`src/rtl/a2d_pkg.sv`:
```
// -----------------------------------------------------------------------------
// a2d_pkg
// Shared types and helpers for the ADC128S round-robin conversion sequencer.
//   state_t  : sequencer FSM states
//   sel_t    : rotation pointer (which result register is being refreshed)
//   build_cmd: ADC128S control word for a given 3-bit channel address
//   next_sel : rotation order LFT -> RGHT -> BATT -> LFT
// -----------------------------------------------------------------------------
package a2d_pkg;

    typedef enum logic [2:0] {
        IDLE = 3'd0,
        TX1  = 3'd1,
        GAP  = 3'd2,
        TX2  = 3'd3,
        DONE = 3'd4
    } state_t;

    typedef enum logic [1:0] {
        SEL_LFT  = 2'd0,
        SEL_RGHT = 2'd1,
        SEL_BATT = 2'd2
    } sel_t;

    localparam logic [2:0] LFT_CH_DEF  = 3'd0;
    localparam logic [2:0] RGHT_CH_DEF = 3'd4;
    localparam logic [2:0] BATT_CH_DEF = 3'd5;

    // The ADC128S takes its channel address in bits [13:11] of the word.
    function automatic logic [15:0] build_cmd(input logic [2:0] ch);
        return {2'b00, ch, 11'h000};
    endfunction

    function automatic sel_t next_sel(input sel_t s);
        sel_t n;
        case (s)
            SEL_LFT:  n = SEL_RGHT;
            SEL_RGHT: n = SEL_BATT;
            default:  n = SEL_LFT;
        endcase
        return n;
    endfunction

endpackage

```
`src/rtl/a2d_sequencer.sv`:
```
// -----------------------------------------------------------------------------
// a2d_sequencer
// Round-robin conversion scheduler for the ADC128S behind an external SPI
// master. Each accepted nxt runs two SPI transactions on the current channel
// (the ADC answers with the previously addressed channel, so the first reply
// is discarded) and stores the 12-bit result of the second.
//
// Ports
//   clk, rst_n     : clock, asynchronous active-low reset
//   nxt            : conversion request, sampled only while idle
//   wrt            : one-cycle start strobe to the SPI master
//   cmd[15:0]      : word sent to the ADC, stable for the whole conversion
//   done           : SPI transaction complete pulse
//   rd_data[15:0]  : word received in the transaction just completed
//   lft_ld, rght_ld, batt [11:0] : latest result per channel
//   cnv_cmplt      : one-cycle pulse, coincident with a result update
//   tmo_err        : sticky flag, set when done fails to arrive in time
// -----------------------------------------------------------------------------
module a2d_sequencer
    import a2d_pkg::*;
#(
    parameter logic [2:0] LFT_CH  = LFT_CH_DEF,
    parameter logic [2:0] RGHT_CH = RGHT_CH_DEF,
    parameter logic [2:0] BATT_CH = BATT_CH_DEF,
    parameter int         GAP_CYC = 2,
    parameter int         TMO_CYC = 4095
) (
    input  logic        clk,
    input  logic        rst_n,
    input  logic        nxt,
    output logic        wrt,
    output logic [15:0] cmd,
    input  logic        done,
    input  logic [15:0] rd_data,
    output logic [11:0] lft_ld,
    output logic [11:0] rght_ld,
    output logic [11:0] batt,
    output logic        cnv_cmplt,
    output logic        tmo_err
);

    localparam int TMO_W = $clog2(TMO_CYC + 1);
    localparam int GAP_W = (GAP_CYC > 1) ? $clog2(GAP_CYC) : 1;
    localparam logic [TMO_W-1:0] TMO_LAST = TMO_W'(TMO_CYC - 1);
    localparam logic [GAP_W-1:0] GAP_LAST = GAP_W'(GAP_CYC - 1);

    state_t            state_q, state_d;
    sel_t              sel_q, sel_d;
    logic [15:0]       cmd_q, cmd_d;
    logic              wrt_q, wrt_d;
    logic [11:0]       lft_q, lft_d;
    logic [11:0]       rght_q, rght_d;
    logic [11:0]       batt_q, batt_d;
    logic              cmplt_q, cmplt_d;
    logic              tmo_err_q, tmo_err_d;
    logic [TMO_W-1:0]  tmo_cnt_q, tmo_cnt_d;
    logic [GAP_W-1:0]  gap_cnt_q, gap_cnt_d;

    logic              tmo_hit;
    logic              gap_end;
    logic              unused_rd_hi;

    // Upper nibble of the ADC reply carries no conversion data.
    assign unused_rd_hi = ^rd_data[15:12];

    // tmo_cnt_q counts elapsed cycles of the current transaction; the last
    // allowed cycle is TMO_CYC-1, so a transaction occupies at most TMO_CYC clocks.
    assign tmo_hit = (tmo_cnt_q == TMO_LAST);
    assign gap_end = (gap_cnt_q == GAP_LAST);

    function automatic logic [2:0] sel_chan(input sel_t s);
        logic [2:0] ch;
        case (s)
            SEL_RGHT: ch = RGHT_CH;
            SEL_BATT: ch = BATT_CH;
            default:  ch = LFT_CH;
        endcase
        return ch;
    endfunction

    // State and datapath registers
    always_ff @(posedge clk or negedge rst_n) begin
        if (!rst_n) begin
            state_q   <= IDLE;
            sel_q     <= SEL_LFT;
            cmd_q     <= 16'h0000;
            wrt_q     <= 1'b0;
            lft_q     <= 12'h000;
            rght_q    <= 12'h000;
            batt_q    <= 12'h000;
            cmplt_q   <= 1'b0;
            tmo_err_q <= 1'b0;
            tmo_cnt_q <= '0;
            gap_cnt_q <= '0;
        end else begin
            state_q   <= state_d;
            sel_q     <= sel_d;
            cmd_q     <= cmd_d;
            wrt_q     <= wrt_d;
            lft_q     <= lft_d;
            rght_q    <= rght_d;
            batt_q    <= batt_d;
            cmplt_q   <= cmplt_d;
            tmo_err_q <= tmo_err_d;
            tmo_cnt_q <= tmo_cnt_d;
            gap_cnt_q <= gap_cnt_d;
        end
    end

    // Next-state logic; done has priority over a timeout landing the same cycle.
    always_comb begin
        state_d = state_q;
        case (state_q)
            IDLE: if (nxt) state_d = TX1;
            TX1: begin
                if (done)         state_d = GAP;
                else if (tmo_hit) state_d = IDLE;
            end
            GAP:  if (gap_end) state_d = TX2;
            TX2: begin
                if (done)         state_d = DONE;
                else if (tmo_hit) state_d = IDLE;
            end
            DONE:    state_d = IDLE;
            default: state_d = IDLE;
        endcase
    end

    // Output / datapath logic. All outputs are registered, so strobes decided
    // here appear in the cycle after the decision (wrt in the first TX cycle,
    // cnv_cmplt together with the new result in DONE).
    always_comb begin
        sel_d     = sel_q;
        cmd_d     = cmd_q;
        wrt_d     = 1'b0;
        lft_d     = lft_q;
        rght_d    = rght_q;
        batt_d    = batt_q;
        cmplt_d   = 1'b0;
        tmo_err_d = tmo_err_q;
        tmo_cnt_d = tmo_cnt_q;
        gap_cnt_d = gap_cnt_q;
        case (state_q)
            IDLE: begin
                if (nxt) begin
                    cmd_d     = build_cmd(sel_chan(sel_q));
                    wrt_d     = 1'b1;
                    tmo_cnt_d = '0;
                end
            end
            TX1: begin
                // Reply of the first transaction belongs to the previous
                // channel and is dropped.
                tmo_cnt_d = tmo_cnt_q + 1'b1;
                if (done) begin
                    gap_cnt_d = '0;
                end else if (tmo_hit) begin
                    tmo_err_d = 1'b1;
                    sel_d     = next_sel(sel_q);
                end
            end
            GAP: begin
                gap_cnt_d = gap_cnt_q + 1'b1;
                if (gap_end) begin
                    wrt_d     = 1'b1;
                    tmo_cnt_d = '0;
                end
            end
            TX2: begin
                tmo_cnt_d = tmo_cnt_q + 1'b1;
                if (done) begin
                    cmplt_d = 1'b1;
                    case (sel_q)
                        SEL_RGHT: rght_d = rd_data[11:0];
                        SEL_BATT: batt_d = rd_data[11:0];
                        default:  lft_d  = rd_data[11:0];
                    endcase
                end else if (tmo_hit) begin
                    // A stuck channel still gives way to the next one.
                    tmo_err_d = 1'b1;
                    sel_d     = next_sel(sel_q);
                end
            end
            DONE: begin
                sel_d = next_sel(sel_q);
            end
            default: ;
        endcase
    end

    assign wrt       = wrt_q;
    assign cmd       = cmd_q;
    assign lft_ld    = lft_q;
    assign rght_ld   = rght_q;
    assign batt      = batt_q;
    assign cnv_cmplt = cmplt_q;
    assign tmo_err   = tmo_err_q;

endmodule

```
`config.mk`:
```
export PLATFORM = sky130hd
export DESIGN_NAME = a2d_sequencer
export DESIGN_NICKNAME = d
export VERILOG_FILES = /design/src/rtl/a2d_pkg.sv /design/src/rtl/a2d_sequencer.sv
export SDC_FILE = /design/constraint.sdc
export NUM_CORES = 1
export LEC_CHECK = 0
export ABC_AREA = 1
export BUFFER_PORTS_ARGS = -buffer_cell sky130_fd_sc_hd__buf_2
export CAP_MARGIN = 20
export CORE_MARGIN = 5
export CORE_UTILIZATION = 49
export DETAILED_ROUTE_END_ITERATION = 10
export GPL_ROUTABILITY_DRIVEN = 0
export GPL_TIMING_DRIVEN = 0
export PLACE_DENSITY_LB_ADDON = 0.2
export RECOVER_POWER = 50
export SKIP_CTS_REPAIR_TIMING = 1
export SLEW_MARGIN = 20
export SYNTH_ARGS = -nofsm -noshare
export SYNTH_HDL_FRONTEND = slang
export SYNTH_SLANG_ARGS = --single-unit
```
`constraint.sdc`:
```
create_clock -name clk -period 1.9 [get_ports clk]
set_input_delay 0.19 -clock clk [delete_from_list [all_inputs] [get_ports clk]]
set_output_delay 0.19 -clock clk [all_outputs]
set_load 0.1 [all_outputs]
```
==> impl_metrics.json <==
{
  "period_needed_ps": 1542,
  "drc": 0,
  "setup_tns_ps": 0,
  "cts_buffers": 9,
  "clock_path_buffers": 2,
  "final_common_cell": "nand2_1",
  "status": "completed",
  "dp_hpwl_um": 4293,
  "endpoint_kind": "register",
  "grt_usage": 0.1821,
  "syn2layout_area_growth_pct": 22.45,
  "startpoint_type": "register",
  "drtAntennaViolNets": 0,
  "multi_input_area_um2": 1069,
  "cp_data_arrival_time_ps": 1800,
  "core_area_um2": 5507,
  "drt_iter0_markers": 84,
  "worst_hold_path_type": "input port to register",
  "gr-total-overflow": 0,
  "final_cell_mix": "nand2_1, dfrtp_1, buf_2, inv_1, o21ai_2",
  "cts_tree": "built",
  "yosysSeqAreaShare": 0.5287,
  "period_share": 0.8115,
  "finalWirelength_um": 6007,
  "clk_latency_ps": 340,
  "nets": 415,
  "clk_pin_slew_ps": 70,
  "rows": 27,
  "cap_violations": 0,
  "fmax_ghz": 0.6486,
  "seq_area_um2": 1476,
  "grt_pass1_vias": 2234,
  "via_per_inst": 4.696,
  "syn_area_um2": 2793,
  "fin_worst_skew_ps": 8.070,
  "grt_pass1_wl_um": 10450,
  "grt_max_degree": 60,
  "cts_num_sinks": 59,
  "rsz0062_at_grt": "no",
  "worst_pin_slew_ps": 1307,
  "netlist_instances": 309,
  "worstSetupPathType": "register to register",
  "ios": 75,
  "hold_viol": 0,
  "finalSetupViolations": 0,
  "die_x_um": 85.50,
  "antenna_cells": 0,
  "wl_per_cell_um": 12.86,
  "synth_warnings": 0,
  "drive_gt1_frac": 0.3089,
  "n_fill_cell": 465,
  "dr.pass1.iters": 4,
  "antenna_found_initial": 0,
  "synth_seq_cells": 59,
  "path_max_fanout": 10,
  "avgSynthCellArea_um2": 9.038,
  "ys_types": 24,
  "die_area_um2": 7309,
  "report.final.slew_viol_count": 0,
  "start_util": 0.5072,
  "numPortBuffers": 56,
  "die_h_um": 85.50,
  "worstPathRequired_ps": 2160,
  "htree_levels": 3,
  "cts-root-buf": "clkbuf_8",
  "maxSlewHeadroom": 0.1285,
  "routed-via-count": 2193
}
## critical path: stages, from the launching register on
cell	delay (ps)
dfrtp_1	390
inv_1	80
ha_1	310
nor2_1	110
nand2_1	140
clkbuf_2	220
o21ai_0	200
## logic make-up after synthesis
kind of cell,count (synthesis),share of synthesized area
adders and majority gates,5,0.02240
and+or+nand+nor,140,0.2164
buffers and inverters,54,0.1044
other,1,0.001343
xor gates and xnor gates,3,0.009410
DFF,59,0.5287
AOI/OAI and AO/OA,47,0.1174
## per-layer routing
metal | vias up | global-route usage | wire length, um
met4 | 0 | 0.06906 | 91
met2 | 57 | 0.2966 | 2863
met5 | - | 0 | 0
met1 | 1006 | 0.2237 | 2636
li1 | 1120 | - | -
met3 | 10 | 0.06244 | 417
## state kept, by name, indices dropped and copies added (netlist names)
register / count
batt: 12
cmd: 2
cnv_cmplt: 1
gap_cnt_q: 1
lft_ld: 12
rght_ld: 12
sel_q: 2
state_q: 3
tmo_cnt_q: 12
tmo_err: 1
wrt: 1
## Yosys cell counts, drive strengths merged
| master | n | area share |
|---|---|---|
| o21ai | 45 | 0.11 |
| buf | 20 | 0.058 |
| conb | 1 | 0.0013 |
| nor3 | 2 | 0.0076 |
| clkbuf | 1 | 0.0018 |
| a21oi | 1 | 0.0018 |
| o21bai | 1 | 0.0027 |
| nand3 | 20 | 0.038 |
| xor2 | 2 | 0.0063 |
| nand2 | 95 | 0.14 |
| ha | 5 | 0.022 |
| xnor2 | 1 | 0.0031 |
| nor2 | 19 | 0.026 |
| dfrtp | 59 | 0.53 |
| nand4 | 4 | 0.0090 |
| inv | 33 | 0.044 |
## final timing paths
path	from	end	slack [ps]	depth (start not counted)
max reg2reg	sel_q[0]	lft_ld[2]	360	6
min in group asynchronous	rst_n	tmo_err	670	2
max	sel_q[0]	lft_ld[2]	360	6
min reg2reg	tmo_err	tmo_err	470	2
max in group asynchronous	rst_n	tmo_cnt_q[7]	430	2
min	nxt	cmd[13]	120	3
## stage by stage
stage	cell area (um^2)	std cells	setup slack, ps	utilization	hold slack (ps)
2_1_floorplan	2841	322	562.5	-	-105.6
3_3_place_gp	3212	450	429.2	0.5833	440.5
3_5_place_dp	3214	450	388.3	0.5837	311.9
4_1_cts	3417	466	342.5	0.6205	-65.16
5_1_grt	3420	467	92.70	0.6210	132.3
6_report	3420	467	358.2	0.6210	122.0
## layout make-up
class                      count  area share
buffer                        21     0.04903
clock buffer                  10     0.04025
clock inverter                 6     0.01903
inverter                      33     0.03622
multi-input combinational    209      0.3125
sequential                    59      0.4318
tap                           72     0.02634
timing repair buffer          57     0.08489
Power is left out: the tool's default activity adds up to more than one toggle a clock period on the data nets, which glitch-free logic cannot reach.
